`config.mk`:
```
export PLATFORM = sky130hd
export DESIGN_NAME = ctrl_pipe
export DESIGN_NICKNAME = d
export VERILOG_FILES = /design/src/rtl/ctrl_pipe.sv
export SDC_FILE = /design/constraint.sdc
export NUM_CORES = 1
export LEC_CHECK = 0
export ABC_AREA = 1
export CORE_MARGIN = 2
export CORE_UTILIZATION = 47
export DETAILED_ROUTE_END_ITERATION = 10
export PLACE_DENSITY = 0.83
export SYNTH_ARGS = -nofsm -noshare
export SYNTH_HDL_FRONTEND = slang
export SYNTH_SLANG_ARGS = --single-unit
```
`constraint.sdc`:
```
create_clock -name clk -period 4.6 [get_ports clk]
set_input_delay 0.46 -clock clk [delete_from_list [all_inputs] [get_ports clk]]
set_output_delay 0.46 -clock clk [all_outputs]
set_load 0.02 [all_outputs]
```
`src/rtl/ctrl_pipe.sv`:
```
// ctrl_pipe: pipelined MIPS control unit with hazard stall and mult/div busy interlock.
// Ports:
//   clk, reset       core clock, synchronous active-high reset
//   IR_D             instruction word in the D stage
//   stall            freeze PC/D register and bubble E (combinational)
//   PC_sel_D         next-PC source, ExtOp_D immediate extension (combinational)
//   *_E / *_M / *_W  control bundle registered through the E, M and W stages
//   md_busy          mult/div unit still busy after its start cycle
module ctrl_pipe #(
   parameter int MULT_CYCLES = 5,
   parameter int DIV_CYCLES  = 10,
   parameter int CNT_W       = 4
) (
   input  logic        clk,
   input  logic        reset,
   input  logic [31:0] IR_D,
   output logic        stall,
   output logic [2:0]  PC_sel_D,
   output logic [2:0]  ExtOp_D,
   output logic [2:0]  ALUCtrl_E,
   output logic        ALUB_sel_E,
   output logic [1:0]  md_op_E,
   output logic        md_start_E,
   output logic        mt_hi_E,
   output logic        mt_lo_E,
   output logic        hilo_sel_E,
   output logic        md_busy,
   output logic [4:0]  A3_E,
   output logic [4:0]  A3_M,
   output logic [4:0]  A3_W,
   output logic        MemWrite_M,
   output logic [2:0]  MemtoReg_E,
   output logic [2:0]  MemtoReg_M,
   output logic [2:0]  MemtoReg_W
);
   typedef struct packed {
      logic [2:0] alu;
      logic       alub;
      logic [1:0] md_op;
      logic       md_start;
      logic       mt_hi;
      logic       mt_lo;
      logic       hilo_sel;
      logic [4:0] a3;
      logic       mem_write;
      logic [2:0] mem_to_reg;
   } bundle_t;

   logic [5:0] op, fn;
   logic [4:0] rs, rt, rd;
   logic unused_shamt;
   logic r_type, addu, subu, jr, jalr, mult, multu, div, divu, mfhi, mflo, mthi, mtlo;
   logic ori, lui, lw, sw, beq, j, jal, md, mf, mt;
   logic rs_read, rt_read;
   logic [1:0] tuse_rs, tuse_rt, tnew_e, tnew_m;
   logic stall_rs, stall_rt, stall_md;
   bundle_t dec, e_q;
   logic [4:0] a3_m, a3_w;
   logic [2:0] m2r_m, m2r_w;
   logic mem_write_m;
   logic [CNT_W-1:0] cnt;

   assign op = IR_D[31:26];
   assign rs = IR_D[25:21];
   assign rt = IR_D[20:16];
   assign rd = IR_D[15:11];
   assign fn = IR_D[5:0];
   assign unused_shamt = ^IR_D[10:6];

   assign r_type = op == 6'h00;
   assign addu   = r_type && fn == 6'h21;
   assign subu   = r_type && fn == 6'h23;
   assign jr     = r_type && fn == 6'h08;
   assign jalr   = r_type && fn == 6'h09;
   assign mult   = r_type && fn == 6'h18;
   assign multu  = r_type && fn == 6'h19;
   assign div    = r_type && fn == 6'h1a;
   assign divu   = r_type && fn == 6'h1b;
   assign mfhi   = r_type && fn == 6'h10;
   assign mflo   = r_type && fn == 6'h12;
   assign mthi   = r_type && fn == 6'h11;
   assign mtlo   = r_type && fn == 6'h13;
   assign ori    = op == 6'h0d;
   assign lui    = op == 6'h0f;
   assign lw     = op == 6'h23;
   assign sw     = op == 6'h2b;
   assign beq    = op == 6'h04;
   assign j      = op == 6'h02;
   assign jal    = op == 6'h03;
   assign md     = mult || multu || div || divu;
   assign mf     = mfhi || mflo;
   assign mt     = mthi || mtlo;

   assign PC_sel_D = beq ? 3'd1 : (jr || jalr) ? 3'd2 : (j || jal) ? 3'd3 : 3'd0;
   assign ExtOp_D  = ori ? 3'd1 : lui ? 3'd2 : 3'd0;

   always_comb begin
      dec            = '0;
      dec.alu        = (subu || beq) ? 3'd1 : (ori || lui) ? 3'd2 : 3'd0;
      dec.alub       = ori || lui || lw || sw;
      dec.md_op      = {div || divu, multu || divu};
      dec.md_start   = md;
      dec.mt_hi      = mthi;
      dec.mt_lo      = mtlo;
      dec.hilo_sel   = mflo;
      dec.a3         = (ori || lui || lw) ? rt : (addu || subu || mf || jalr) ? rd : jal ? 5'd31 : 5'd0;
      dec.mem_write  = sw;
      dec.mem_to_reg = lw ? 3'd1 : (jal || jalr) ? 3'd2 : mf ? 3'd3 : 3'd0;
   end

   // Tuse of the D-stage reader; branch/jump-register sources are needed immediately.
   assign rs_read = addu || subu || ori || lw || sw || beq || jr || jalr || md || mt;
   assign rt_read = addu || subu || md || beq || sw;
   assign tuse_rs = (beq || jr || jalr) ? 2'd0 : 2'd1;
   assign tuse_rt = beq ? 2'd0 : sw ? 2'd2 : 2'd1;

   // Tnew follows from the writeback source: DM loads need 2, link writes are ready, the rest need 1.
   assign tnew_e = (e_q.mem_to_reg == 3'd1) ? 2'd2 : (e_q.mem_to_reg == 3'd2) ? 2'd0 : 2'd1;
   assign tnew_m = {1'b0, m2r_m == 3'd1};

   assign stall_rs = rs_read && rs != 5'd0 &&
                     ((rs == e_q.a3 && tnew_e > tuse_rs) || (rs == a3_m && tnew_m > tuse_rs));
   assign stall_rt = rt_read && rt != 5'd0 &&
                     ((rt == e_q.a3 && tnew_e > tuse_rt) || (rt == a3_m && tnew_m > tuse_rt));
   assign stall_md = (md || mf || mt) && (e_q.md_start || md_busy);
   assign stall    = stall_rs || stall_rt || stall_md;

   always_ff @(posedge clk) e_q <= (reset || stall) ? '0 : dec;

   always_ff @(posedge clk) begin
      if (reset) begin
         a3_m        <= '0;
         m2r_m       <= '0;
         mem_write_m <= 1'b0;
         a3_w        <= '0;
         m2r_w       <= '0;
         cnt         <= '0;
      end else begin
         a3_m        <= e_q.a3;
         m2r_m       <= e_q.mem_to_reg;
         mem_write_m <= e_q.mem_write;
         a3_w        <= a3_m;
         m2r_w       <= m2r_m;
         cnt         <= e_q.md_start ? (e_q.md_op[1] ? CNT_W'(DIV_CYCLES) : CNT_W'(MULT_CYCLES)) :
                        (cnt != '0) ? cnt - CNT_W'(1) : cnt;
      end
   end

   assign md_busy    = cnt != '0;
   assign ALUCtrl_E  = e_q.alu;
   assign ALUB_sel_E = e_q.alub;
   assign md_op_E    = e_q.md_op;
   assign md_start_E = e_q.md_start;
   assign mt_hi_E    = e_q.mt_hi;
   assign mt_lo_E    = e_q.mt_lo;
   assign hilo_sel_E = e_q.hilo_sel;
   assign A3_E       = e_q.a3;
   assign MemtoReg_E = e_q.mem_to_reg;
   assign A3_M       = a3_m;
   assign MemtoReg_M = m2r_m;
   assign MemWrite_M = mem_write_m;
   assign A3_W       = a3_w;
   assign MemtoReg_W = m2r_w;
endmodule

```
==> metrics.json <==
{
  "outcome": "completed",
  "synth-warning-count": 0,
  "place.gp.congestion": 0.890,
  "synth_seq_area_share": 0.311,
  "dp_hpwl_um": 4120,
  "fp.dieW_um": 74.2,
  "drt_iter0_markers": 112,
  "timing.final.hold_violations": 0,
  "grt_first_pass_wirelength_um": 8330,
  "pre_antenna_drt_iters": 4,
  "yosys.area.top_type": "sky130_fd_sc_hd__dfxtp_1",
  "post_cts_setup_repair_buffer_count": 0,
  "root_buffer": "sky130_fd_sc_hd__clkbuf_8",
  "setup_crit_end_kind": "output port",
  "synth.avg_cell_area_um2": 7.18,
  "io_pins": 77,
  "timing.reg2reg.setup_slack_ps": 2450,
  "relative_max_transition_margin": 0.361,
  "globalRouteTotalUtil": 0.195,
  "critPathLaunchType": "input pin",
  "route.final.wire_length_um": 4990,
  "dp.cells": 439,
  "crit_fanout": 6,
  "cts_num_sinks": 36,
  "timing.rr.start": "MemtoReg_E[1]",
  "holdCritPathClass": "reg -> reg",
  "routedWlPerCell_um": 11.2,
  "antenna-diode-count": 0,
  "fmaxAchievable_ghz": 0.275,
  "vias": 2071,
  "clk_transition_reported_paths_ps": 60,
  "drive_above_1_share": 0.121,
  "postCtsResizedCells": 0,
  "hold_path.startpoint": "e_q[3]",
  "final_net_count": 420,
  "design.die.area_um2": 5510,
  "finalSetupViolations": 0,
  "critPathLaunch": "IR_D[28]",
  "tritoncts.num_buffers": 5,
  "cp_data_required_time_ps": 4140,
  "power_leakage_nw": 1.36,
  "cts_tree": "done",
  "utilization": 0.631,
  "post_synth_num_cell_types": 36,
  "fin_crit_sh": 0.791,
  "routed_via_density": 4.63,
  "final.setup_skew_ps": 3.36,
  "clock_latency_ps": 290,
  "yosys_register_bits": 36,
  "final_cell_count_no_fill": 447,
  "max_cap_violations": 0,
  "ys_top_cells_by_area": "sky130_fd_sc_hd__dfxtp_1 (31%), sky130_fd_sc_hd__nor2_1 (11%), sky130_fd_sc_hd__inv_1 (8.1%)",
  "clockBufferDepth": 2,
  "drtAntennaViolNets": 0,
  "reg2regPathDepth": 14,
  "number_of_cells_on_the_worst_hold_path": 2,
  "synth_top_cell_area_share": 0.311,
  "grt-ovfl-total": 0,
  "initial_antenna_violation_count": 0,
  "io_buffer_count": 65,
  "netlist_area_um2": 2320,
  "syn_to_final_growth_pct": 29.4,
  "syn_inst": 323,
  "placeableCoreArea_um2": 4750,
  "tns_ps": 0,
  "maxSlewViolCount": 0,
  "critPathKind": "in -> out",
  "grt_setup_unrepaired": "false",
  "post_cts_hold_buffer_count": 0,
  "worst-endpoint-arrival_ps": 3180,
  "grt_max_degree": 20,
  "initial_utilization": 0.488,
  "floorplan.rows": 25,
  "report.power.total_mw": 0.757,
  "min_to": "MemWrite_M",
  "p_per_area_nw_per_um2": 253,
  "worst_pin_slew_ps": 950,
  "cts-htree-levels": 2,
  "layout_min_cycle_time_ps": 3640,
  "ir_drop_uv": 98.7,
  "dieHeight_um": 74.2,
  "crit-reg2reg-capture": "mt_hi_E",
  "first_global_vias": 1941,
  "drc_errors": 0
}
per-stage QoR:
| stage | area (um2) | worst slack (ps) | hold slack [ps] |
|---|---|---|---|
| 3_5_place_dp | 2910 | 947 | 405 |
| 6_report | 3000 | 963 | 409 |
| 4_1_cts | 3000 | 939 | 414 |
| 2_1_floorplan | 2340 | 2240 | 388 |
| 5_1_grt | 3000 | 682 | 437 |
| 3_3_place_gp | 2910 | 1020 | 397 |
critical path, stage by stage:
cell and delay (ps):
sky130_fd_sc_hd__clkdlybuf4s50_1 630, sky130_fd_sc_hd__inv_1 70, sky130_fd_sc_hd__nor2_1 120, sky130_fd_sc_hd__nand3_2 150
sky130_fd_sc_hd__nand2_2 120, sky130_fd_sc_hd__inv_2 60, sky130_fd_sc_hd__ha_1 260, sky130_fd_sc_hd__nor2_1 80
sky130_fd_sc_hd__o21ai_0 80, sky130_fd_sc_hd__nor2_1 100, sky130_fd_sc_hd__nand2_1 60, sky130_fd_sc_hd__nor2_1 160
sky130_fd_sc_hd__o211ai_1 110, sky130_fd_sc_hd__nand3_1 90, sky130_fd_sc_hd__clkdlybuf4s50_1 600
power by group:
group,total [mW],switching [mW],internal (mW)
combinational,0.192,0.111,0.0813
clock,0.228,0.106,0.122
sequential,0.337,0.0107,0.326
total,0.757,0.228,0.530
routing by layer:
metal  vias up  wire length [um]  track usage
met1       919              2170        0.238
met3         9               290       0.0474
met5         -                 0            0
met2        59              2470        0.340
li1       1084                 -            -
met4         0                61       0.0595
synthesized netlist by cell type:
library cell                number
sky130_fd_sc_hd__a2111oi_0       1
sky130_fd_sc_hd__a211oi_1        5
sky130_fd_sc_hd__a21oi_1         5
sky130_fd_sc_hd__a31oi_1         2
sky130_fd_sc_hd__buf_12          1
sky130_fd_sc_hd__buf_4          18
sky130_fd_sc_hd__clkbuf_1        2
sky130_fd_sc_hd__conb_1          1
sky130_fd_sc_hd__dfxtp_1        36
sky130_fd_sc_hd__fa_1            1
sky130_fd_sc_hd__ha_1            6
sky130_fd_sc_hd__inv_1          50
sky130_fd_sc_hd__inv_2           3
sky130_fd_sc_hd__inv_4           1
sky130_fd_sc_hd__nand2_1        47
sky130_fd_sc_hd__nand2_2         6
sky130_fd_sc_hd__nand2_4         4
sky130_fd_sc_hd__nand3_1        12
sky130_fd_sc_hd__nand3_2         6
sky130_fd_sc_hd__nand3_4         1
sky130_fd_sc_hd__nand3b_1        2
sky130_fd_sc_hd__nand4_1         2
sky130_fd_sc_hd__nor2_1         66
sky130_fd_sc_hd__nor2_2          6
sky130_fd_sc_hd__nor2_4         12
sky130_fd_sc_hd__nor2_8          1
sky130_fd_sc_hd__nor3_1          3
sky130_fd_sc_hd__nor3b_1         1
sky130_fd_sc_hd__nor4_1          1
sky130_fd_sc_hd__o211ai_1        1
sky130_fd_sc_hd__o21a_1          1
sky130_fd_sc_hd__o21ai_0         5
sky130_fd_sc_hd__o21bai_1        1
sky130_fd_sc_hd__o22ai_1         3
sky130_fd_sc_hd__xnor2_1         4
sky130_fd_sc_hd__xor2_1          6
cell families after synthesis:
family | after synthesis | synth area share
AND/OR/NAND/NOR | 170 | 0.385
flip-flops | 36 | 0.311
other | 1 | 0.00162
XOR/XNOR | 10 | 0.0378
AO/OA/AOI/OAI | 24 | 0.0648
adder cells (fa/ha/maj) | 7 | 0.0410
buffers and inverters | 75 | 0.159
layout make-up:
class	count	area, um2
clock buffer	8	90.1
fill	463	1760
inverter	54	205
multi-input combinational	217	1250
sequential	36	721
tap	67	83.8
timing repair buffer	65	651
worst max-delay path by stage:
| stage | to | slack [ps] |
|---|---|---|
| floorplan | stall | 2240 |
| global placement | stall | 1020 |
| detailed placement | stall | 950 |
| CTS | stall | 940 |
| global route | stall | 680 |
| finish | stall | 960 |
cell usage in the layout, fill, tap and decap left out, drive strengths merged:
master / count
nand4: 2
a31oi: 2
conb: 6
inv: 54
a211oi: 5
dfxtp: 36
o211ai: 1
clkdlybuf4s50: 65
nor3b: 1
o21a: 1
nand3: 19
o21ai: 5
o21bai: 1
nand3b: 2
xnor2: 4
nand2: 57
nor4: 1
o22ai: 3
xor2: 6
a21oi: 5
clkbuf: 8
ha: 6
nor2: 85
a2111oi: 1
fa: 1
nor3: 3
flip-flops by register name, summed over array words and instances, names as in the netlist, 4 cells and up:
signal,flops
A3_E,5
A3_W,5
A3_M,5
cnt,4
No activity file was read; power rests on OpenSTA's default activity.
